`src/rtl/brick_field.sv`:
```
// Breakout brick wall: per-brick alive state, per-frame overlap scan against the ball, and kill/retire logic.
// Optional scoring output is compiled in when BRICK_SCORE_EN is defined.
module brick_field #(
    parameter int N_BLOCKS = 17,
    parameter int COLS     = 6,
    parameter int BW       = 100,
    parameter int BH       = 20,
    parameter int GAP      = 4,
    parameter int X0       = 10,
    parameter int Y0       = 40
) (
    input  logic                  i_clk,
    input  logic                  i_rst,
    input  logic                  i_ani_stb,
    input  logic                  i_start,
    input  logic [11:0]           i_bx1,
    input  logic [11:0]           i_bx2,
    input  logic [11:0]           i_by1,
    input  logic [11:0]           i_by2,
    input  logic [N_BLOCKS-1:0]   i_col_detected,
    output logic [2*N_BLOCKS-1:0] o_hit_block,
    output logic [N_BLOCKS-1:0]   o_alive,
    output logic [4:0]            o_remaining,
`ifdef BRICK_SCORE_EN
    output logic [9:0]            o_score,
`endif
    output logic                  o_cleared
);

    localparam int N_ROWS = (N_BLOCKS + COLS - 1) / COLS;
    localparam int IDX_W  = (N_BLOCKS > 1) ? $clog2(N_BLOCKS) : 1;
    localparam int COL_W  = (COLS > 1) ? $clog2(COLS) : 1;
    localparam int ROW_W  = $clog2(N_ROWS + 1);
    localparam logic [IDX_W-1:0] IDX_LAST = IDX_W'(N_BLOCKS - 1);
    localparam logic [COL_W-1:0] COL_LAST = COL_W'(COLS - 1);

    typedef enum logic [1:0] {
        ST_IDLE,
        ST_SCAN,
        ST_COMMIT
    } state_t;

    state_t                state_q, state_d;
    logic [IDX_W-1:0]      idx_q, idx_d;
    logic [COL_W-1:0]      col_q, col_d;
    logic [ROW_W-1:0]      row_q, row_d;
    logic [2*N_BLOCKS-1:0] shadow_q, shadow_d;
    logic [2*N_BLOCKS-1:0] hit_q, hit_d;
    logic [N_BLOCKS-1:0]   alive_q, alive_d;
    logic [N_BLOCKS-1:0]   kill_q;
    logic [4:0]            remaining_q, remaining_d;
`ifdef BRICK_SCORE_EN
    logic [9:0]            score_q, score_d;
    logic [10:0]           score_sum;
`endif

    logic [N_BLOCKS-1:0]   kill_vec;
    logic [4:0]            kill_cnt;

    logic [12:0] brick_l, brick_r, brick_t, brick_b;
    logic [12:0] ball_l, ball_r, ball_t, ball_b;
    logic [12:0] dx_a, dx_b, dy_a, dy_b, px, py;
    logic        overlap;
    logic [1:0]  cls;

    // A kill is a rising edge of the sticky flag on a brick that is still alive.
    for (genvar gi = 0; gi < N_BLOCKS; gi++) begin : g_kill
        assign kill_vec[gi] = i_col_detected[gi] & ~kill_q[gi] & alive_q[gi];
    end

    always_comb begin
        kill_cnt = '0;
        for (int i = 0; i < N_BLOCKS; i++) begin
            kill_cnt = kill_cnt + 5'(kill_vec[i]);
        end
    end

    // Geometry of the brick currently being visited, from the row/column counters.
    always_comb begin
        brick_l = 13'(X0) + 13'(col_q) * 13'(BW + GAP);
        brick_r = brick_l + 13'(BW - 1);
        brick_t = 13'(Y0) + 13'(row_q) * 13'(BH + GAP);
        brick_b = brick_t + 13'(BH - 1);
        ball_l  = 13'(i_bx1);
        ball_r  = 13'(i_bx2);
        ball_t  = 13'(i_by1);
        ball_b  = 13'(i_by2);
        dx_a    = ball_r - brick_l;
        dx_b    = brick_r - ball_l;
        dy_a    = ball_b - brick_t;
        dy_b    = brick_b - ball_t;
        px      = (dx_a < dx_b) ? dx_a : dx_b;
        py      = (dy_a < dy_b) ? dy_a : dy_b;
        overlap = (ball_l <= brick_r) && (ball_r >= brick_l) &&
                  (ball_t <= brick_b) && (ball_b >= brick_t) && alive_q[idx_q];
        cls = 2'b00;
        if (overlap) begin
            if (py < px)      cls = 2'b01;
            else if (px < py) cls = 2'b10;
            else              cls = 2'b11;
        end
    end

    always_comb begin
        state_d = state_q;
        idx_d   = idx_q;
        col_d   = col_q;
        row_d   = row_q;
        case (state_q)
            ST_IDLE: begin
                if (i_ani_stb) begin
                    state_d = ST_SCAN;
                    idx_d   = '0;
                    col_d   = '0;
                    row_d   = '0;
                end
            end
            ST_SCAN: begin
                if (idx_q == IDX_LAST) begin
                    state_d = ST_COMMIT;
                end else begin
                    idx_d = idx_q + 1'b1;
                    if (col_q == COL_LAST) begin
                        col_d = '0;
                        row_d = row_q + 1'b1;
                    end else begin
                        col_d = col_q + 1'b1;
                    end
                end
            end
            ST_COMMIT: state_d = ST_IDLE;
            default:   state_d = ST_IDLE;
        endcase
    end

    // Kill masking is applied last so it overrides both the scan write and the commit copy.
    always_comb begin
        shadow_d = shadow_q;
        hit_d    = hit_q;
        alive_d  = alive_q & ~kill_vec;
        if (state_q == ST_SCAN) begin
            shadow_d[2*idx_q +: 2] = cls;
        end
        if (state_q == ST_COMMIT) begin
            hit_d = shadow_q;
        end
        for (int i = 0; i < N_BLOCKS; i++) begin
            if (kill_vec[i]) begin
                shadow_d[2*i +: 2] = 2'b00;
                hit_d[2*i +: 2]    = 2'b00;
            end
        end
        remaining_d = (kill_cnt >= remaining_q) ? 5'd0 : remaining_q - kill_cnt;
    end

`ifdef BRICK_SCORE_EN
    always_comb begin
        score_sum = 11'(score_q) + 11'(kill_cnt) * 11'd5;
        score_d   = (score_sum > 11'd1023) ? 10'd1023 : score_sum[9:0];
    end
`endif

    always_ff @(posedge i_clk) begin
        if (i_rst || i_start) begin
            state_q     <= ST_IDLE;
            idx_q       <= '0;
            col_q       <= '0;
            row_q       <= '0;
            shadow_q    <= '0;
            hit_q       <= '0;
            alive_q     <= '1;
            kill_q      <= i_col_detected;
            remaining_q <= 5'(N_BLOCKS);
`ifdef BRICK_SCORE_EN
            score_q     <= '0;
`endif
        end else begin
            state_q     <= state_d;
            idx_q       <= idx_d;
            col_q       <= col_d;
            row_q       <= row_d;
            shadow_q    <= shadow_d;
            hit_q       <= hit_d;
            alive_q     <= alive_d;
            kill_q      <= i_col_detected;
            remaining_q <= remaining_d;
`ifdef BRICK_SCORE_EN
            score_q     <= score_d;
`endif
        end
    end

    assign o_hit_block = hit_q;
    assign o_alive     = alive_q;
    assign o_remaining = remaining_q;
    assign o_cleared   = (remaining_q == 5'd0);
`ifdef BRICK_SCORE_EN
    assign o_score     = score_q;
`endif

endmodule

```
`config.mk`:
```
export PLATFORM = sky130hd
export DESIGN_NAME = brick_field
export DESIGN_NICKNAME = d
export VERILOG_FILES = /design/src/rtl/brick_field.sv
export SDC_FILE = /design/constraint.sdc
export NUM_CORES = 1
export LEC_CHECK = 0
export ABC_AREA = 0
export CORE_MARGIN = 10
export CORE_UTILIZATION = 50
export DETAILED_ROUTE_END_ITERATION = 8
export PLACE_DENSITY = 0.77
export SLEW_MARGIN = 40
export SYNTH_ARGS = -nofsm -noshare
export SYNTH_HDL_FRONTEND = slang
export SYNTH_SLANG_ARGS = --single-unit
```
`constraint.sdc`:
```
create_clock -name i_clk -period 6.8 [get_ports i_clk]
set_clock_uncertainty 0.05 [all_clocks]
set_input_delay 1.36 -clock i_clk [delete_from_list [all_inputs] [get_ports i_clk]]
set_output_delay 1.36 -clock i_clk [all_outputs]
set_load 0.01 [all_outputs]
```
==> impl_results.md, run 1 <==
- Status: finished, final reports clean
- Width of the die: around 150 um
- Number of cell rows: 47
- H-tree Lvls: 4
- Max_slew headroom: 58.50%
- Mapped Nets: approximately 1,200
- Drt wl/cell: 17.19 um
- CTS Buffer Depth: 2
- Final net count: 1,378
- Main synth FF type: dfxtp_1
- Post-synth ARST share: 0%
- Post-DRT Antenna Nets: 0
- Dpl hpwl: approximately 19,000 um
- Pwr Density: between 200 and 250 nW/um^2
- Top-area cell type share of the netlist area: 27.89%
- Layout cell share with drive strength beyond 1: 9.909%
- Initial antenna violation count: 0
- Gpl congestion: just over 0.9
- Max VDD drop: about 0.19 mV
- Post-DP Area: between 10,000 and 15,000 um^2
- Total chip power: about 2400 uW
- F_max: roughly 0.15 GHz
- Number of flops mapped to enable cells by yosys: 0
- WHS Endpoint: o_hit_block[1]
- First-pass GRT wire length: between 30,000 and 40,000 um
- Commonest cells post-synth: 147 x nand2_1, 119 x dfxtp_1, 103 x inv_1
- Synthesized flop and latch total: about 120
- Hold Crit Class: flop to flop
- Critical path peak fanout: 14
- Slew @ Worst Pin: approximately 620 ps
- Hold Crit Start: shadow_q[1]
- Mean Syn Cell Area: around 8.2 um^2
- Area delta synth->final: 28.40%
- Endpoints failing setup: 0
- RR Endpoint: shadow_q[17]
- # hold bufs at CTS: 0
- Worst r2r src: col_q[1]
- Max Transition Viols Final: 0
- Tmin final: between 6000 and 7000 ps
- CP Class: flop to flop
- Fin. Hold Viols: 0
- Combinational Power Share: between 30% and 40%
- Total GRT Usage: between 20% and 30%
- DR vias: between 8,000 and 9,000
- Switching share of power: a little under a third
- Drt via density: 5.729
- CTS clk-pin slew, worst paths: 60 ps
- Final Util: 65.91%
- Hold slack: about 400 ps
- CP required: 7090 ps
- GRT Residual Overflow: 0
- DRC Markers: 0
- Pin count of the biggest net entering global routing: 47
- Seq/Total Area, Yosys: between 20% and 30%
- Tcrit/Tclk final: 96.27%
- Vias in the first global route: a little under 8,000
- Power share of the sequential group: a little under a third
- WL final: between 20,000 and 25,000 um
- Yosys top cell by area: dfxtp_1
- R2R setup slack: 250 ps
- # fillers: around 1,400
- Root buffer cell: clkbuf_16
- Max cap viols: 0
- P_leak: between 0.004 and 0.005 uW
- Internal power: roughly 1600 uW
- Cell area after layout: between 10,000 and 15,000 um^2
- Part of the power in the clock network: a little under two fifths
- Synth Cell Area: roughly 8500 um^2
- # port buffers: approximately 130
- CP Launch Type: flop
- Clock Latency Late Sink: slightly above 400 ps
- Top Ports: between 100 and 150
- Die Span Y: about 150 um
- CP endpoint kind: flop
- Total net switching power: about 740 uW
- Ant diodes: 0
- Total CTS buffers: 17
- Data arrival, critical path: between 6000 and 7000 ps
- Pre-Repair DR Iteration Count: 5
- Die ar.: 22,720 um^2
- Clock Sinks: ~120
- Synth Instances: approximately 1,000
- Netlist cell types: between 60 and 70
- Most frequent cell after synthesis: nand2_1
- Worst R2R Path Depth: 27
- Warnings from Yosys: 0
- Initial drt markers: 606
- Clock tree from TritonCTS: yes
- Core box area: between 15,000 and 20,000 um^2
- Initial Utilization: about half
- WHS Path Cells: 2
- Largest cells by area after synthesis: dfxtp_1 28%, ha_1 14%, nand2_1 6.5%
layer usage:
| layer | track usage (%) | vias up | wire length (um) |
|---|---|---|---|
| met4 | 7.507 | 0 | 540 |
| li1 | - | 4023 | - |
| met5 | 0 | - | 0 |
| met2 | 35.30 | 293 | 11640 |
| met1 | 26.06 | 3840 | 10230 |
| met3 | 5.702 | 42 | 2181 |
kinds of logic (layout without fill, tap and decap cells):
kind of cell	after synthesis	count (layout)	share of synthesized area, %
compound gates	256	256	19.58
mux	32	32	4.482
fa+ha+maj	110	110	17.43
flops	119	119	27.89
buf+inv	135	300	6.415
simple gates	352	352	19.96
xor+xnor	41	41	4.203
other cells	1	1	0.04389
registers in the layout, indices dropped and copies added, names as in the netlist:
name / flops
o_hit_block: 34
row_q: 2
kill_q: 17
o_remaining: 5
shadow_q: 34
state_q: 2
idx_q: 5
o_alive: 17
col_q: 3
power by group through the flow:
stage,logic (uW),clock network [uW],registers [uW]
final,737,917,733
after global routing,825,954,735
after CTS,717,921,733
after detailed placement,705,0,747
after global placement,693,0,747
after floorplan,464,0,746
timing repair:
item	in CTS	in global routing
resized for setup	3	23
setup buffers	0	2
endpoints found under the setup margin	3	34
pin swaps	0	5
endpoints found under the hold margin	0	0
per-stage QoR:
| stage | TNS, ps | setup WS [ps] | std cells |
|---|---|---|---|
| after floorplan | 0 | 209.9 | 1046 |
| after global placement | 0 | 56.42 | 1397 |
| after detailed placement | -312.7 | -112.4 | 1398 |
| after CTS | 0 | 67.22 | 1429 |
| after global routing | -244.5 | -43.22 | 1431 |
| final | 0 | 254.0 | 1431 |
critical path, cell delays in order, from the launching register on:
cell and delay, ps:
dfxtp_1 320, inv_1 60, ha_1 300, inv_2 60, ha_1 200, inv_1 80
fa_2 480, nor3_2 210, xor2_1 80, buf_4 160, ha_1 250, or4_1 550
o221ai_2 220, nor3b_1 90, a311oi_2 270, ha_1 290, and4_1 220, a21oi_1 140
o211a_1 290, mux2_2 370, ha_1 330, nand4_1 170, inv_1 80, a221oi_2 350
a21oi_2 120, buf_6 170, or4_1 390, o21ai_0 160
how the worst max path moves through the flow:
stage / cells past startpoint / endpoint / slack, ps / startpoint
after floorplan: 31 / shadow_q[17] / 210 / col_q[1]
after global placement: 18 / o_remaining[4] / 60 / i_col_detected[1]
after detailed placement: 18 / o_remaining[4] / -110 / i_col_detected[1]
after CTS: 29 / shadow_q[17] / 70 / col_q[1]
after global routing: 28 / shadow_q[31] / -40 / col_q[1]
final: 27 / shadow_q[17] / 250 / col_q[1]
cell type report:
cell class	count	area, um^2	share of cell area (%)
Clock buffer	17	425.4	3.878
Tap cell	220	275.3	2.509
Multi-Input combinational cell	792	5753	52.45
Inverter	103	386.6	3.525
Clock inverter	14	176.4	1.608
Timing Repair Buffer	166	1570	14.32
Sequential cell	119	2382	21.72
cells in the final DEF (no fill, tap or decap), types with 5 or more instances in the layout:
cell type | synthesis | final
o41ai_2 | 2 | 6
nand2b_1 | 24 | 24
xnor2_1 | 23 | 22
nor3_1 | 17 | 14
nand4_1 | 9 | 9
a21o_1 | 10 | 10
dfxtp_1 | 119 | 119
clkbuf_16 | 0 | 17
o2111ai_1 | 12 | 12
o21ai_0 | 55 | 54
nor2_1 | 65 | 64
o41ai_1 | 19 | 15
xor2_1 | 18 | 17
or3_1 | 5 | 5
o21a_1 | 12 | 12
a31oi_1 | 5 | 5
mux2i_1 | 21 | 21
o21ai_1 | 6 | 7
or4_1 | 15 | 15
nor3b_1 | 12 | 12
clkdlybuf4s50_1 | 0 | 125
a21oi_1 | 77 | 75
ha_1 | 95 | 95
o211ai_1 | 17 | 17
inv_1 | 103 | 102
nand3b_1 | 11 | 11
nand3_1 | 18 | 17
fa_1 | 15 | 14
mux2_2 | 7 | 7
nand2_1 | 147 | 146
buf_4 | 2 | 39
nor2b_1 | 14 | 13
Power figures use the tool's default switching activity.
==> run 2, diff against run 1 <==
ABC_AREA = 1   (was 0)
PLACE_DENSITY = 0.78   (was 0.77)
==> impl_results.md, run 2 <==
- Largest cells by area after synthesis: dfxtp_1 29%, ha_1 14%, nand2_1 13%
- Clock Sinks: 119 (unchanged)
- Top Ports: 126 (unchanged)
- Critical path peak fanout: 5 (-9)
- Area delta synth->final: 26.34%
- Total CTS buffers: 17 (unchanged)
- Synthesized flop and latch total: 119 (unchanged)
- Tcrit/Tclk final: 94.00% (-2.3 points)
- Die Span Y: 149.0 um (-1.2%)
- CP required: 7020 ps (-70 ps)
- # fillers: 1,449 (+7.1%)
- Power share of the sequential group: 31.4% (+0.7 points)
- Internal power: 1619 uW (-1.4%)
- Drt wl/cell: 14.27 um (-17%)
- Most frequent cell after synthesis: nand2_1
- CTS clk-pin slew, worst paths: 50 ps (about the same)
- Seq/Total Area, Yosys: 28.64% (+0.76 points)
- Clock tree from TritonCTS: yes
- CTS Buffer Depth: 2 (unchanged)
- Hold Crit Class: flop to flop
- Netlist cell types: 47 (-30%)
- Max Transition Viols Final: 0 (unchanged)
- Pre-Repair DR Iteration Count: 5 (unchanged)
- Drt via density: 5.166 (-9.8%)
- Footprint of the multi-input gates: 5313 um^2 (-7.7%)
- Slew @ Worst Pin: 876.8 ps (+255.9 ps)
- Commonest non-fill, non-tap cell in the layout: nand2_1
- Core box area: 16,470 um^2 (-1.1%)
- Worst r2r src: col_q[1]
- GRT Residual Overflow: 0 (unchanged)
- First-pass GRT wire length: 35,790 um (-8.8%)
- Max VDD drop: 0.2666 mV (+38%)
- Commonest non-fill, non-tap cells in the layout: 291 x nand2_1, 152 x inv_1, 125 x clkdlybuf4s50_1
- Endpoints failing setup: 0 (unchanged)
- Sequential cell area: 2382 um^2 (unchanged)
- CP Launch Type: input pin
- Die ar.: 22,190 um^2 (-2.3%)
- Initial drt markers: 555 (-8.4%)
- Number of flops mapped to enable cells by yosys: 0 (unchanged)
- Vias in the first global route: 7,651 (-2.9%)
- Gpl congestion: 0.8675 (-6.9%)
- Number of cell rows: 47 (unchanged)
- CP endpoint kind: flop
- Post-synth ARST share: 0% (unchanged)
- Post-DRT Antenna Nets: 0 (unchanged)
- Root buffer cell: clkbuf_16
- Width of the die: 149.0 um (-1.2%)
- Commonest cells post-synth: 292 x nand2_1, 153 x inv_1, 123 x a21oi_1
- F_max: 0.1565 GHz (+2.4%)
- Data arrival, critical path: 6610 ps (-220 ps)
- Max_slew headroom: 40.93% (-18 points)
- Tmin final: 6392 ps (-154.3 ps)
- Hold Crit Start: shadow_q[7]
- Warnings from Yosys: 0 (unchanged)
- DR vias: 7,945 (-3.1%)
- Synth Instances: 1,170 (+12%)
- Synth Cell Area: 8317 um^2 (-2.7%)
- Total GRT Usage: 19.44% (-1.9 points)
- Top-area cell type share of the netlist area: 28.64% (+0.76 points)
- P_leak: 0.004728 uW (+2.7%)
- H-tree Lvls: 4 (unchanged)
- WL final: 21,950 um (-11%)
- Combinational Power Share: 29.7% (-1.2 points)
- Pwr Density: 222.3 nW/um^2 (+2.2%)
- Initial Utilization: 50.51% (-0.83 points)
- Clock Latency Late Sink: 420 ps (about the same)
- Status: finished, final reports clean
- Final WS setup: 408.3 ps (+154.3 ps)
- DRC Markers: 0 (unchanged)
- Mean Syn Cell Area: 7.108 um^2 (-13%)
- Yosys top cell by area: dfxtp_1
- # port buffers: 125 (unchanged)
- Final net count: 1,483 (+7.6%)
- Pre-CTS WS: -54.70 ps (+57.66 ps)
- Initial antenna violation count: 1 (+1)
- Part of the power in the clock network: 38.9% (+0.5 points)
- Hold slack: 408.6 ps (+8.230 ps)
- Dpl hpwl: 17,250 um (-10%)
- CP Class: input pin to flop
- Fin. Hold Viols: 0 (unchanged)
- Max cap viols: 0 (unchanged)
- Layout cell share with drive strength beyond 1: 6.682% (-3.2 points)
- Setup TNS: 0 ps (unchanged)
- # hold bufs at CTS: 0 (unchanged)
- Total net switching power: 717.3 uW (-3.6%)
- CP Launch Point: i_col_detected[7]
- Pin count of the biggest net entering global routing: 41 (-13%)
- Switching share of power: 30.71% (-0.48 points)
- Mapped Nets: 1,349 (+10%)
- Final Util: 63.81% (-2.1 points)
- Main synth FF type: dfxtp_1
==> run 2: power by group through the flow <==
stage                     clock network, uW  registers, uW  logic (uW)
after floorplan                           0            748         483
after global placement                    0            746         655
after detailed placement                  0            747         679
after CTS                               912            733         688
after global routing                    948            735         808
final                                   910            733         693
==> run 2: layout make-up <==
class	count	area share, %
inverters	160	5.739
diodes	1	0.02382
well taps	220	2.620
clock inverters	9	1.167
multi-input cells	872	50.56
flip-flops and latches	119	22.67
clock buffers	23	4.549
repair buffers	134	12.67
==> run 2: routing by layer <==
layer | global-route usage [%] | vias up | share of wire, %
met5 | 0 | - | 0
met1 | 24.89 | 3640 | 46
met3 | 3.944 | 29 | 5.4
li1 | - | 4086 | -
met4 | 6.035 | 0 | 1.6
met2 | 32.12 | 190 | 47
==> run 2: through the flow <==
stage / std cells / total power, uW / instance area (um^2)
after CTS: 1534 / 2333 / 10420
after global placement: 1502 / 1401 / 9816
after global routing: 1538 / 2491 / 10510
final: 1538 / 2336 / 10510
after detailed placement: 1502 / 1426 / 9817
after floorplan: 1170 / 1231 / 8317
==> run 2: kinds of logic after synthesis <==
family	count (synthesis)	synth area share, %
simple gates	492	26.24
other cells	1	0.04509
xor+xnor	46	4.844
buf+inv	179	8.289
compound gates	223	14.04
flops	119	28.64
fa+ha+maj	110	17.90
==> run 2: worst max-delay path: stages <==
cell and delay, ps:
clkdlybuf4s50_1 470, inv_1 50, nor2_1 120, nand2_1 120
fa_1 560, inv_1 60, fa_1 510, fa_1 550
inv_1 60, fa_1 500, fa_1 470, fa_1 500
ha_1 310, a21o_1 180, a21oi_1 170, nor2_1 90
nor2_1 90, nor2_1 60, o221ai_2 230, o21ai_0 140
==> run 2: path summary, 6_finish.rpt <==
check                        end  depth (start not counted)  slack, ps
setup / recovery  o_remaining[4]                         20        410
hold / removal    o_hit_block[7]                          2        410
setup reg to reg    shadow_q[12]                         34        440
hold reg to reg   o_hit_block[7]                          2        410
==> run 2: what timing repair did <==
| item | CTS | global route |
|---|---|---|
| setup buffers | 0 | 3 |
| resized for setup | 0 | 13 |
| endpoints found under the setup margin | 0 | 36 |
